[config.mk]
export PLATFORM = sky130hd
export DESIGN_NAME = ahb_interconnect_flat
export DESIGN_NICKNAME = d
export VERILOG_FILES = /design/src/rtl/ahb_interconnect_if.sv /design/src/rtl/ahb_interconnect.sv /design/src/flat_wrapper.sv
export SDC_FILE = /design/constraint.sdc
export NUM_CORES = 1
export LEC_CHECK = 0
export ABC_AREA = 1
export BUFFER_PORTS_ARGS = -buffer_cell sky130_fd_sc_hd__buf_2
export CORE_AREA = 2 2 166 168
export CTS_CLUSTER_SIZE = 10
export DETAILED_ROUTE_END_ITERATION = 16
export DIE_AREA = 0 0 168 170
export PLACE_DENSITY = 0.39
export REMOVE_ABC_BUFFERS = 1
export SETUP_SLACK_MARGIN = 0.3
export SYNTH_ARGS = -nofsm -noshare
export SYNTH_HDL_FRONTEND = slang
export SYNTH_SLANG_ARGS = --single-unit
[constraint.sdc]
create_clock -name clk -period 1.4 [get_ports clk]
set_input_delay 0.21 -clock clk [delete_from_list [all_inputs] [get_ports clk]]
set_output_delay 0.21 -clock clk [all_outputs]
set_load 0.02 [all_outputs]
[src/rtl/ahb_interconnect_if.sv]
// ahb_interconnect_if: manager-side and satellite-side AHB-Lite signals of the interconnect
interface ahb_interconnect_if #(
  parameter int NUM_MGR = 2,
  parameter int NUM_SAT = 4
);
  localparam int MW = NUM_MGR > 1 ? $clog2(NUM_MGR) : 1;
  logic                  ovr_en;
  logic [MW-1:0]         ovr_sel;
  logic [32*NUM_MGR-1:0] m_haddr;
  logic [2*NUM_MGR-1:0]  m_htrans;
  logic [NUM_MGR-1:0]    m_hwrite;
  logic [3*NUM_MGR-1:0]  m_hsize;
  logic [3*NUM_MGR-1:0]  m_hburst;
  logic [32*NUM_MGR-1:0] m_hwdata;
  logic [32*NUM_MGR-1:0] m_hrdata;
  logic [NUM_MGR-1:0]    m_hready;
  logic [NUM_MGR-1:0]    m_hresp;
  logic [31:0]           s_haddr;
  logic [1:0]            s_htrans;
  logic                  s_hwrite;
  logic [2:0]            s_hsize;
  logic [2:0]            s_hburst;
  logic [31:0]           s_hwdata;
  logic [NUM_SAT-1:0]    s_hsel;
  logic                  s_hready;
  logic [32*NUM_SAT-1:0] s_hrdata;
  logic [NUM_SAT-1:0]    s_hreadyout;
  logic [NUM_SAT-1:0]    s_hresp;
  modport master (
    output ovr_en, ovr_sel, m_haddr, m_htrans, m_hwrite, m_hsize, m_hburst, m_hwdata,
           s_hrdata, s_hreadyout, s_hresp,
    input  m_hrdata, m_hready, m_hresp, s_haddr, s_htrans, s_hwrite, s_hsize, s_hburst,
           s_hwdata, s_hsel, s_hready
  );
  modport slave (
    input  ovr_en, ovr_sel, m_haddr, m_htrans, m_hwrite, m_hsize, m_hburst, m_hwdata,
           s_hrdata, s_hreadyout, s_hresp,
    output m_hrdata, m_hready, m_hresp, s_haddr, s_htrans, s_hwrite, s_hsize, s_hburst,
           s_hwdata, s_hsel, s_hready
  );
endinterface

[src/rtl/ahb_interconnect.sv]
// ahb_interconnect: multi-manager AHB-Lite interconnect with arbitration, address decode and error satellite
module ahb_interconnect #(
  parameter int                    NUM_MGR  = 2,
  parameter int                    NUM_SAT  = 4,
  parameter int                    ARB_MODE = 0,
  parameter logic [32*NUM_SAT-1:0] SAT_BASE = {NUM_SAT{32'h0}},
  parameter logic [32*NUM_SAT-1:0] SAT_MASK = {NUM_SAT{32'hF000_0000}}
) (
  input logic clk,
  input logic nrst,
  ahb_interconnect_if.slave bus
);
  localparam int MW = NUM_MGR > 1 ? $clog2(NUM_MGR) : 1;
  localparam int SW = $clog2(NUM_SAT + 1);
  localparam logic [SW-1:0] DEF = SW'(NUM_SAT);
  typedef enum logic [1:0] {DP_NONE, DP_SAT, DP_ERR1, DP_ERR2} dp_e;
  dp_e dp_q, dp_d;
  logic [MW-1:0] owner_q, owner_d, dp_mgr_q, dp_mgr_d, rr_last_q, rr_last_d, req_win, win;
  logic [SW-1:0] dp_sat_q, dp_sat_d, hit;
  logic [31:0] o_haddr, sat_rdata, dp_rdata;
  logic [1:0] o_htrans;
  logic [2:0] o_hburst;
  logic hready, sat_rdy, sat_resp, dp_resp, any_req, arb;
  int rr_base;
  assign o_haddr  = bus.m_haddr[32*owner_q +: 32];
  assign o_htrans = bus.m_htrans[2*owner_q +: 2];
  assign o_hburst = bus.m_hburst[3*owner_q +: 3];
  assign bus.s_haddr  = o_haddr;
  assign bus.s_htrans = nrst ? 2'b00 : o_htrans;
  assign bus.s_hwrite = bus.m_hwrite[owner_q];
  assign bus.s_hsize  = bus.m_hsize[3*owner_q +: 3];
  assign bus.s_hburst = o_hburst;
  assign bus.s_hwdata = bus.m_hwdata[32*dp_mgr_q +: 32];
  // decode owner address; descending scan lets the lowest matching slot win, no match -> DEF
  always_comb begin
    hit = DEF;
    for (int s = NUM_SAT - 1; s >= 0; s--)
      if ((o_haddr & SAT_MASK[32*s +: 32]) == (SAT_BASE[32*s +: 32] & SAT_MASK[32*s +: 32])) hit = SW'(s);
  end
  // one-hot select and data-phase return path from the selected satellite
  always_comb begin
    bus.s_hsel = '0;
    sat_rdy = 1'b1;
    sat_resp = 1'b0;
    sat_rdata = '0;
    for (int s = 0; s < NUM_SAT; s++) begin
      bus.s_hsel[s] = !nrst && o_htrans[1] && hit == SW'(s);
      if (dp_sat_q == SW'(s)) begin
        sat_rdy = bus.s_hreadyout[s];
        sat_resp = bus.s_hresp[s];
        sat_rdata = bus.s_hrdata[32*s +: 32];
      end
    end
  end
  assign hready   = nrst || (dp_q == DP_SAT ? sat_rdy : dp_q != DP_ERR1);
  assign dp_resp  = dp_q == DP_SAT ? sat_resp : (dp_q == DP_ERR1 || dp_q == DP_ERR2);
  assign dp_rdata = dp_q == DP_SAT ? sat_rdata : 32'h0;
  assign bus.s_hready = hready;
  // per-manager response: data-phase manager and owner follow the bus, other requesters are stalled
  always_comb begin
    bus.m_hready = '0;
    bus.m_hresp = '0;
    bus.m_hrdata = '0;
    for (int m = 0; m < NUM_MGR; m++) begin
      bus.m_hready[m] = ((!nrst && dp_q != DP_NONE && dp_mgr_q == MW'(m)) || owner_q == MW'(m)) ? hready : (nrst || !bus.m_htrans[2*m+1]);
      bus.m_hresp[m] = !nrst && dp_q != DP_NONE && dp_mgr_q == MW'(m) && dp_resp;
      bus.m_hrdata[32*m +: 32] = (!nrst && dp_q != DP_NONE && dp_mgr_q == MW'(m)) ? dp_rdata : 32'h0;
    end
  end
  assign rr_base = ARB_MODE == 1 ? int'(rr_last_q) + 1 : 0;
  // pick the first requester scanning from rr_base; fixed priority scans from 0
  always_comb begin
    any_req = 1'b0;
    req_win = owner_q;
    for (int k = NUM_MGR - 1; k >= 0; k--)
      if (bus.m_htrans[2*((rr_base + k) % NUM_MGR) + 1]) begin
        any_req = 1'b1;
        req_win = MW'((rr_base + k) % NUM_MGR);
      end
  end
  assign win = bus.ovr_en ? (int'(bus.ovr_sel) >= NUM_MGR ? '0 : bus.ovr_sel) : req_win;
  assign arb = hready && (o_htrans == 2'b00 || (o_htrans == 2'b10 && o_hburst == 3'b000));
  // next state: ownership handover at arbitration points, data phase loads when the bus is ready
  always_comb begin
    owner_d = arb ? win : owner_q;
    rr_last_d = arb && (bus.ovr_en || any_req) ? win : rr_last_q;
    dp_d = dp_q;
    dp_mgr_d = dp_mgr_q;
    dp_sat_d = dp_sat_q;
    if (dp_q == DP_ERR1) dp_d = DP_ERR2;
    else if (hready) begin
      dp_d = !o_htrans[1] ? DP_NONE : hit == DEF ? DP_ERR1 : DP_SAT;
      dp_mgr_d = owner_q;
      dp_sat_d = hit;
    end
  end
  // state registers; reset drops any data phase in flight
  always_ff @(posedge clk)
    if (nrst) begin
      owner_q <= '0;
      rr_last_q <= MW'(NUM_MGR - 1);
      dp_q <= DP_NONE;
      dp_mgr_q <= '0;
      dp_sat_q <= DEF;
    end else begin
      owner_q <= owner_d;
      rr_last_q <= rr_last_d;
      dp_q <= dp_d;
      dp_mgr_q <= dp_mgr_d;
      dp_sat_q <= dp_sat_d;
    end
endmodule

[src/flat_wrapper.sv]
// flat-port wrapper written by rule: the top's interface ports become plain ports
module ahb_interconnect_flat 
#(
  parameter int                    NUM_MGR  = 2,
  parameter int                    NUM_SAT  = 4,
  parameter int                    ARB_MODE = 0,
  parameter logic [32*NUM_SAT-1:0] SAT_BASE = {NUM_SAT{32'h0}},
  parameter logic [32*NUM_SAT-1:0] SAT_MASK = {NUM_SAT{32'hF000_0000}}
)
  (clk, nrst, bus_ovr_en, bus_ovr_sel, bus_m_haddr, bus_m_htrans, bus_m_hwrite, bus_m_hsize, bus_m_hburst, bus_m_hwdata, bus_s_hrdata, bus_s_hreadyout, bus_s_hresp, bus_m_hrdata, bus_m_hready, bus_m_hresp, bus_s_haddr, bus_s_htrans, bus_s_hwrite, bus_s_hsize, bus_s_hburst, bus_s_hwdata, bus_s_hsel, bus_s_hready);
  ahb_interconnect_if #(.NUM_MGR(NUM_MGR), .NUM_SAT(NUM_SAT)) bus_i ();
  input logic clk;
  input logic nrst;
  input wire logic [$bits(bus_i.ovr_en)-1:0] bus_ovr_en;
  input wire logic [$bits(bus_i.ovr_sel)-1:0] bus_ovr_sel;
  input wire logic [$bits(bus_i.m_haddr)-1:0] bus_m_haddr;
  input wire logic [$bits(bus_i.m_htrans)-1:0] bus_m_htrans;
  input wire logic [$bits(bus_i.m_hwrite)-1:0] bus_m_hwrite;
  input wire logic [$bits(bus_i.m_hsize)-1:0] bus_m_hsize;
  input wire logic [$bits(bus_i.m_hburst)-1:0] bus_m_hburst;
  input wire logic [$bits(bus_i.m_hwdata)-1:0] bus_m_hwdata;
  input wire logic [$bits(bus_i.s_hrdata)-1:0] bus_s_hrdata;
  input wire logic [$bits(bus_i.s_hreadyout)-1:0] bus_s_hreadyout;
  input wire logic [$bits(bus_i.s_hresp)-1:0] bus_s_hresp;
  output wire logic [$bits(bus_i.m_hrdata)-1:0] bus_m_hrdata;
  output wire logic [$bits(bus_i.m_hready)-1:0] bus_m_hready;
  output wire logic [$bits(bus_i.m_hresp)-1:0] bus_m_hresp;
  output wire logic [$bits(bus_i.s_haddr)-1:0] bus_s_haddr;
  output wire logic [$bits(bus_i.s_htrans)-1:0] bus_s_htrans;
  output wire logic [$bits(bus_i.s_hwrite)-1:0] bus_s_hwrite;
  output wire logic [$bits(bus_i.s_hsize)-1:0] bus_s_hsize;
  output wire logic [$bits(bus_i.s_hburst)-1:0] bus_s_hburst;
  output wire logic [$bits(bus_i.s_hwdata)-1:0] bus_s_hwdata;
  output wire logic [$bits(bus_i.s_hsel)-1:0] bus_s_hsel;
  output wire logic [$bits(bus_i.s_hready)-1:0] bus_s_hready;
  assign bus_i.ovr_en = bus_ovr_en;
  assign bus_i.ovr_sel = bus_ovr_sel;
  assign bus_i.m_haddr = bus_m_haddr;
  assign bus_i.m_htrans = bus_m_htrans;
  assign bus_i.m_hwrite = bus_m_hwrite;
  assign bus_i.m_hsize = bus_m_hsize;
  assign bus_i.m_hburst = bus_m_hburst;
  assign bus_i.m_hwdata = bus_m_hwdata;
  assign bus_i.s_hrdata = bus_s_hrdata;
  assign bus_i.s_hreadyout = bus_s_hreadyout;
  assign bus_i.s_hresp = bus_s_hresp;
  assign bus_m_hrdata = bus_i.m_hrdata;
  assign bus_m_hready = bus_i.m_hready;
  assign bus_m_hresp = bus_i.m_hresp;
  assign bus_s_haddr = bus_i.s_haddr;
  assign bus_s_htrans = bus_i.s_htrans;
  assign bus_s_hwrite = bus_i.s_hwrite;
  assign bus_s_hsize = bus_i.s_hsize;
  assign bus_s_hburst = bus_i.s_hburst;
  assign bus_s_hwdata = bus_i.s_hwdata;
  assign bus_s_hsel = bus_i.s_hsel;
  assign bus_s_hready = bus_i.s_hready;
  ahb_interconnect #(.NUM_MGR(NUM_MGR), .NUM_SAT(NUM_SAT), .ARB_MODE(ARB_MODE), .SAT_BASE(SAT_BASE), .SAT_MASK(SAT_MASK)) u_core (.clk(clk), .nrst(nrst), .bus(bus_i));
endmodule
==> results.cfg, run 1 <==
[clock_tree]
cts_buffer_depth = 2
htreeDepth = 1
numCtsBuffers = 3
cts.sinks = 5
postCtsHoldBufs = 0
insertion_delay_ns = 0.23
clkTransAtPathRegs_ns = 0.04
cts_tree = yes
cts-root-buf = clkbuf_16

[layout]
seqCellArea_um2 = 109
areaGrowthSynthToFinish_pct = 248
nNetsFinal = 1090
num-fill-cells = 2877
multi_input_area_um2 = 2530
drive_gt1_share_pct = 81.1
final_cells = 1144
diodes = 0
utilization_pct = 25.4

[sta]
tns_ns = -24.83
slew_viol_final = 0
whs_ns = 0.354
setup_ws_ns = -0.319
rsz0062_at_grt = yes
fin_skew_ns = 0.00149
min_period_ns = 1.72
hold_violations = 0
post-route-period-util_pct = 123
max_freq_mhz = 582
setup_violations = 136

[die]
initial_core_util_pct = 7.29
rows = 60
ios = 432
dieArea_um2 = 28600
die_h_um = 170
floorplan.die.width_um = 168
core-area_um2 = 26700

[power]
powerDensity_nw_per_um2 = 913
ir_drop_mv = 0.499
cellLeakagePower_nw = 3.72

[status]
status = finished, violations left
violations = setup timing

[run]
cap_violations = 0

[synth]
netlist_instances = 419
synth.most_common_cell = nand2_1
synthFlopType = dfxtp_1
synth_compound_area_share_pct = 3.22
synth_top_cell_by_area = nand2_1
synth_seq_area_share_pct = 5.15
synth.area.mux_share_pct = 0
yosys-top-cells-count = nand2_1, nor3_1, inv_1
yosysUniqueCellTypes = 25
yosys_register_bits = 5
avgSynthCellArea_um2 = 4.63
synthAdderAreaFrac_pct = 0
yosys.area.top_type_share_pct = 43.5
yosys.area_share.simple_pct = 72.5
async_flop_share_pct = 0
ys_top_cells_by_area = nand2_1, nor3_1, inv_1
synth_xor_area_share_pct = 0
synth-edff-count = 0
synth.cell_area_um2 = 1940
synth_top_family_by_area = simple AND/OR/NAND/NOR gates
yosysWarnings = 0

[critical_path]
cp.arrival_ns = 1.51
worstPathRequired_ns = 1.19
path_class = flip-flop to output port
crit_fanout = 17
cp-end-kind = output port
start_kind = flip-flop

[route]
ant_nets = 0
dr.pass1.iters = 4
drc = 0
drt_iter0_drc = 51
post_drt_wl_per_cell_um = 12.6
viasPerCell = 3.59
vias = 4104
drt_wl_total_mm = 14.4

[global_routing]
antenna_found_initial = 0
grt_max_degree = 34
grt_pass1_vias = 3856
grt_overflow = 0
grt_pass1_wl_mm = 19.7
grtUsageTotal_pct = 8.70

[place]
port_buffers = 326
gp_congestion = 0.692
pre_cts_ws_ns = -0.159
dp_hpwl_mm = 9.89
placedCellCount = 1098

[hold_path]
hold_path_class = input pin to flip-flop
[timing repair]
action	CTS	global route
setup buffers	18	15
resized for setup	381	186
gates cloned	9	0
endpoints found under the setup margin	148	148
pin swaps	45	33
endpoints found under the hold margin	0	0
[critical path: stages, from the launching register on]
cell and delay, ns:
dfxtp_4 0.37, inv_6 0.05, nor2_4 0.09, nand2_2 0.07
buf_12 0.16, buf_4 0.16, nor3_1 0.18, buf_2 0.20
[power breakdown]
group	switching (mW)	total, mW	internal, mW
Combinational	2.80	5.46	2.66
Clock	0.0968	0.475	0.378
Sequential	0.0443	0.231	0.187
[worst paths after layout]
path,from,end,slack [ns],depth (start not counted)
hold reg to reg,u_core.dp_sat_q[2],u_core.dp_sat_q[2],0.56,2
setup / recovery,u_core.dp_q[0],bus_m_hrdata[48],-0.32,7
hold / removal,bus_ovr_sel,u_core.owner_q,0.35,5
setup reg to reg,u_core.dp_q[0],u_core.owner_q,-0.22,14
[metal layers]
| metal | share of wire, % | vias up | track usage, % |
|---|---|---|---|
| met1 | 34 | 1845 | 8.98 |
| li1 | - | 2034 | - |
| met4 | 1.1 | 0 | 1.10 |
| met3 | 7.6 | 12 | 1.53 |
| met2 | 57 | 213 | 18.4 |
| met5 | 0 | - | 0 |
[sequential cells by signal, indices dropped and copies added, names as in the netlist]
signal,cells
u_core.dp_sat_q,1
u_core.dp_q,2
u_core.owner_q,1
u_core.dp_mgr_q,1
[layout make-up]
| class | count | share of cell area, % |
|---|---|---|
| Clock buffer | 4 | 1.17 |
| Inverter | 53 | 3.33 |
| Multi-Input combinational cell | 332 | 37.5 |
| Sequential cell | 5 | 1.61 |
| Tap cell | 341 | 6.31 |
| Timing Repair Buffer | 409 | 50.1 |
[through the flow]
step,power [mW],area [µm²]
after floorplan,1.83,1780
after global placement,3.21,4210
after detailed placement,3.19,4210
after CTS,5.55,5940
after global routing,6.53,6760
final,6.17,6760
[cell usage in the layout, fill, tap and decap left out, types with 4 or more instances in the layout]
cell type,n
nor2_1,5
buf_16,7
buf_6,105
inv_2,8
buf_2,194
buf_8,4
nor3_2,44
nand3_2,4
nor2_4,7
buf_4,82
nand2_4,69
a21oi_2,4
buf_12,15
nor3_4,5
nor3_1,17
nand2_1,80
inv_1,41
nand2_2,83
[cells by family after synthesis]
| group | Yosys count |
|---|---|
| buf+inv | 84 |
| compound gates | 11 |
| other cells | 1 |
| flops | 5 |
| simple gates | 318 |
No activity file was read; power rests on OpenSTA's default activity.
==> run 2, diff against run 1 <==
GPL_TIMING_DRIVEN = 0   (was default)
==> results.cfg, run 2 (same netlist as run 1, synthesis figures left out) <==
[status]
status = finished, violations left
violations = setup timing

[power]
p_sw_mw = 3.60
ir_drop_mv = 0.399
p_int_mw = 3.51
seq_power_share_pct = 3.5
cellLeakagePower_nw = 3.82
switching_share_pct = 50.6
pwr-share-comb_pct = 89.9
clkPwrFrac_pct = 6.6
powerDensity_nw_per_um2 = 960

[sta]
post-route-period-util_pct = 122
min_period_ns = 1.70
rsz0062_at_grt = yes
hold_violations = 0
max_freq_mhz = 587
tns_ns = -26.83
fin_skew_ns = 0.00168
setup_violations = 140
whs_ns = 0.372
slew_viol_final = 0
setup_ws_ns = -0.304

[die]
floorplan.die.width_um = 168
die_h_um = 170
core-area_um2 = 26700
initial_core_util_pct = 7.29
rows = 60
dieArea_um2 = 28600
ios = 432

[layout]
utilization_pct = 27.8
drive_gt1_share_pct = 84.5
design_area_um2 = 7410
final_cell_mix = buf_2, buf_6, nand2_4
nNetsFinal = 1088
num-fill-cells = 2789
largest_reg_flops = 2
largest_register = u_core.dp_q
final_cells = 1142
layout_commonest_cell = buf_2
diodes = 0
areaGrowthSynthToFinish_pct = 282

[global_routing]
antenna_found_initial = 0
grt_pass1_wl_mm = 23.1
grt_max_degree = 33
grt_pass1_vias = 3987
grt_overflow = 0
grtUsageTotal_pct = 10.7

[place]
dpl_cell_area_um2 = 3860
port_buffers = 326
dp_hpwl_mm = 9.10
gp_congestion = 0.697
placedCellCount = 1058

[hold_path]
holdPathStages = 2
hold_path_class = input pin to flip-flop

[route]
dr.pass1.iters = 4
viasPerCell = 3.74
vias = 4273
drt_iter0_drc = 66
drc = 0
ant_nets = 0
drt_wl_total_mm = 18.3
post_drt_wl_per_cell_um = 16.0

[critical_path]
crit_start = u_core.dp_q[0]
timing.rr.start = u_core.owner_q
reg2reg_slack_ns = -0.08
cp-end-kind = output port
crit_fanout = 16
r2r_end = u_core.owner_q
cp.arrival_ns = 1.49
endpoint = bus_m_hrdata[52]
worstPathRequired_ns = 1.19
start_kind = flip-flop
rr_worst_depth = 12
path_cells = inv_8 -> nor2_4 -> buf_12 -> nand2_8 -> nor3_1 -> buf_2
cp_slowest_stage_delay_ns = 0.37
path_class = flip-flop to output port
critPathSlowestCell = dfxtp_4

[run]
cap_violations = 0

[clock_tree]
numCtsBuffers = 3
clkTransAtPathRegs_ns = 0.03
htreeDepth = 1
cts-root-buf = clkbuf_16
insertion_delay_ns = 0.23
cts.sinks = 5
cts_buffer_depth = 2
cts_tree = yes
## run 2: cell count changes in the layout (fill, tap and decap cells not counted), sizes merged
cell	previous run	this run
clkbuf	4	5
inv	53	57
clkinv	0	6
nand3	7	9
buf	407	390
bufbuf	2	0
nand2	232	236
## run 2: repair_timing
item,CTS,global route
pin swaps,32,74
endpoints found under the setup margin,148,148
hold buffers,0,0
buffers inserted,33,22
gates cloned,20,5
resized for setup,330,372
## run 2: worst min-delay path by stage
stage / startpoint / to / slack, ns
6_report: nrst / u_core.dp_q[1] / 0.37
3_3_place_gp: u_core.dp_sat_q[2] / u_core.dp_sat_q[2] / 0.53
5_1_grt: nrst / u_core.dp_q[1] / 0.39
3_5_place_dp: u_core.dp_sat_q[2] / u_core.dp_sat_q[2] / 0.54
2_1_floorplan: nrst / u_core.dp_q[1] / 0.28
4_1_cts: nrst / u_core.dp_q[1] / 0.34
## run 2: per-stage QoR
stage	setup slack (ns)	total power, mW
after floorplan	-1.06	1.83
after global placement	-2.16	2.92
after detailed placement	-2.06	2.91
after CTS	-0.296	5.61
after global routing	-0.346	7.50
final	-0.304	7.11
## run 2: worst max-delay path, delay by kind of cell, from the launching register on
kind,cells,cell delay (ns)
and+or+nand+nor,3,0.46
buffers and inverters,3,0.43
DFF,1,0.37
## run 2: layout make-up
class | instances | area [µm²] | area share (%)
Timing Repair inverter | 10 | 175 | 2.36
Clock buffer | 4 | 78.8 | 1.06
Timing Repair Buffer | 391 | 3390 | 45.7
Sequential cell | 5 | 115 | 1.55
Tap cell | 341 | 427 | 5.76
Inverter | 53 | 250 | 3.38
Multi-Input combinational cell | 338 | 2980 | 40.2
## run 2: metal layers
metal / part of all wire (%) / GRT usage (%) / up-vias / wire, µm
met5: 0 / 0 / - / 0
met3: 6.7 / 2.26 / 23 / 1220
met2: 55 / 21.7 / 233 / 10100
li1: - / - / 2056 / -
met4: 2.0 / 1.29 / 0 / 373
met1: 36 / 11.6 / 1961 / 6590
## run 2: power groups by stage
stage | Clock (mW) | Sequential (mW) | Combinational, mW
after floorplan | 0 | 0.295 | 1.53
after global placement | 0 | 0.373 | 2.54
after detailed placement | 0 | 0.292 | 2.62
after CTS | 0.469 | 0.240 | 4.90
after global routing | 0.481 | 0.254 | 6.77
final | 0.467 | 0.249 | 6.40
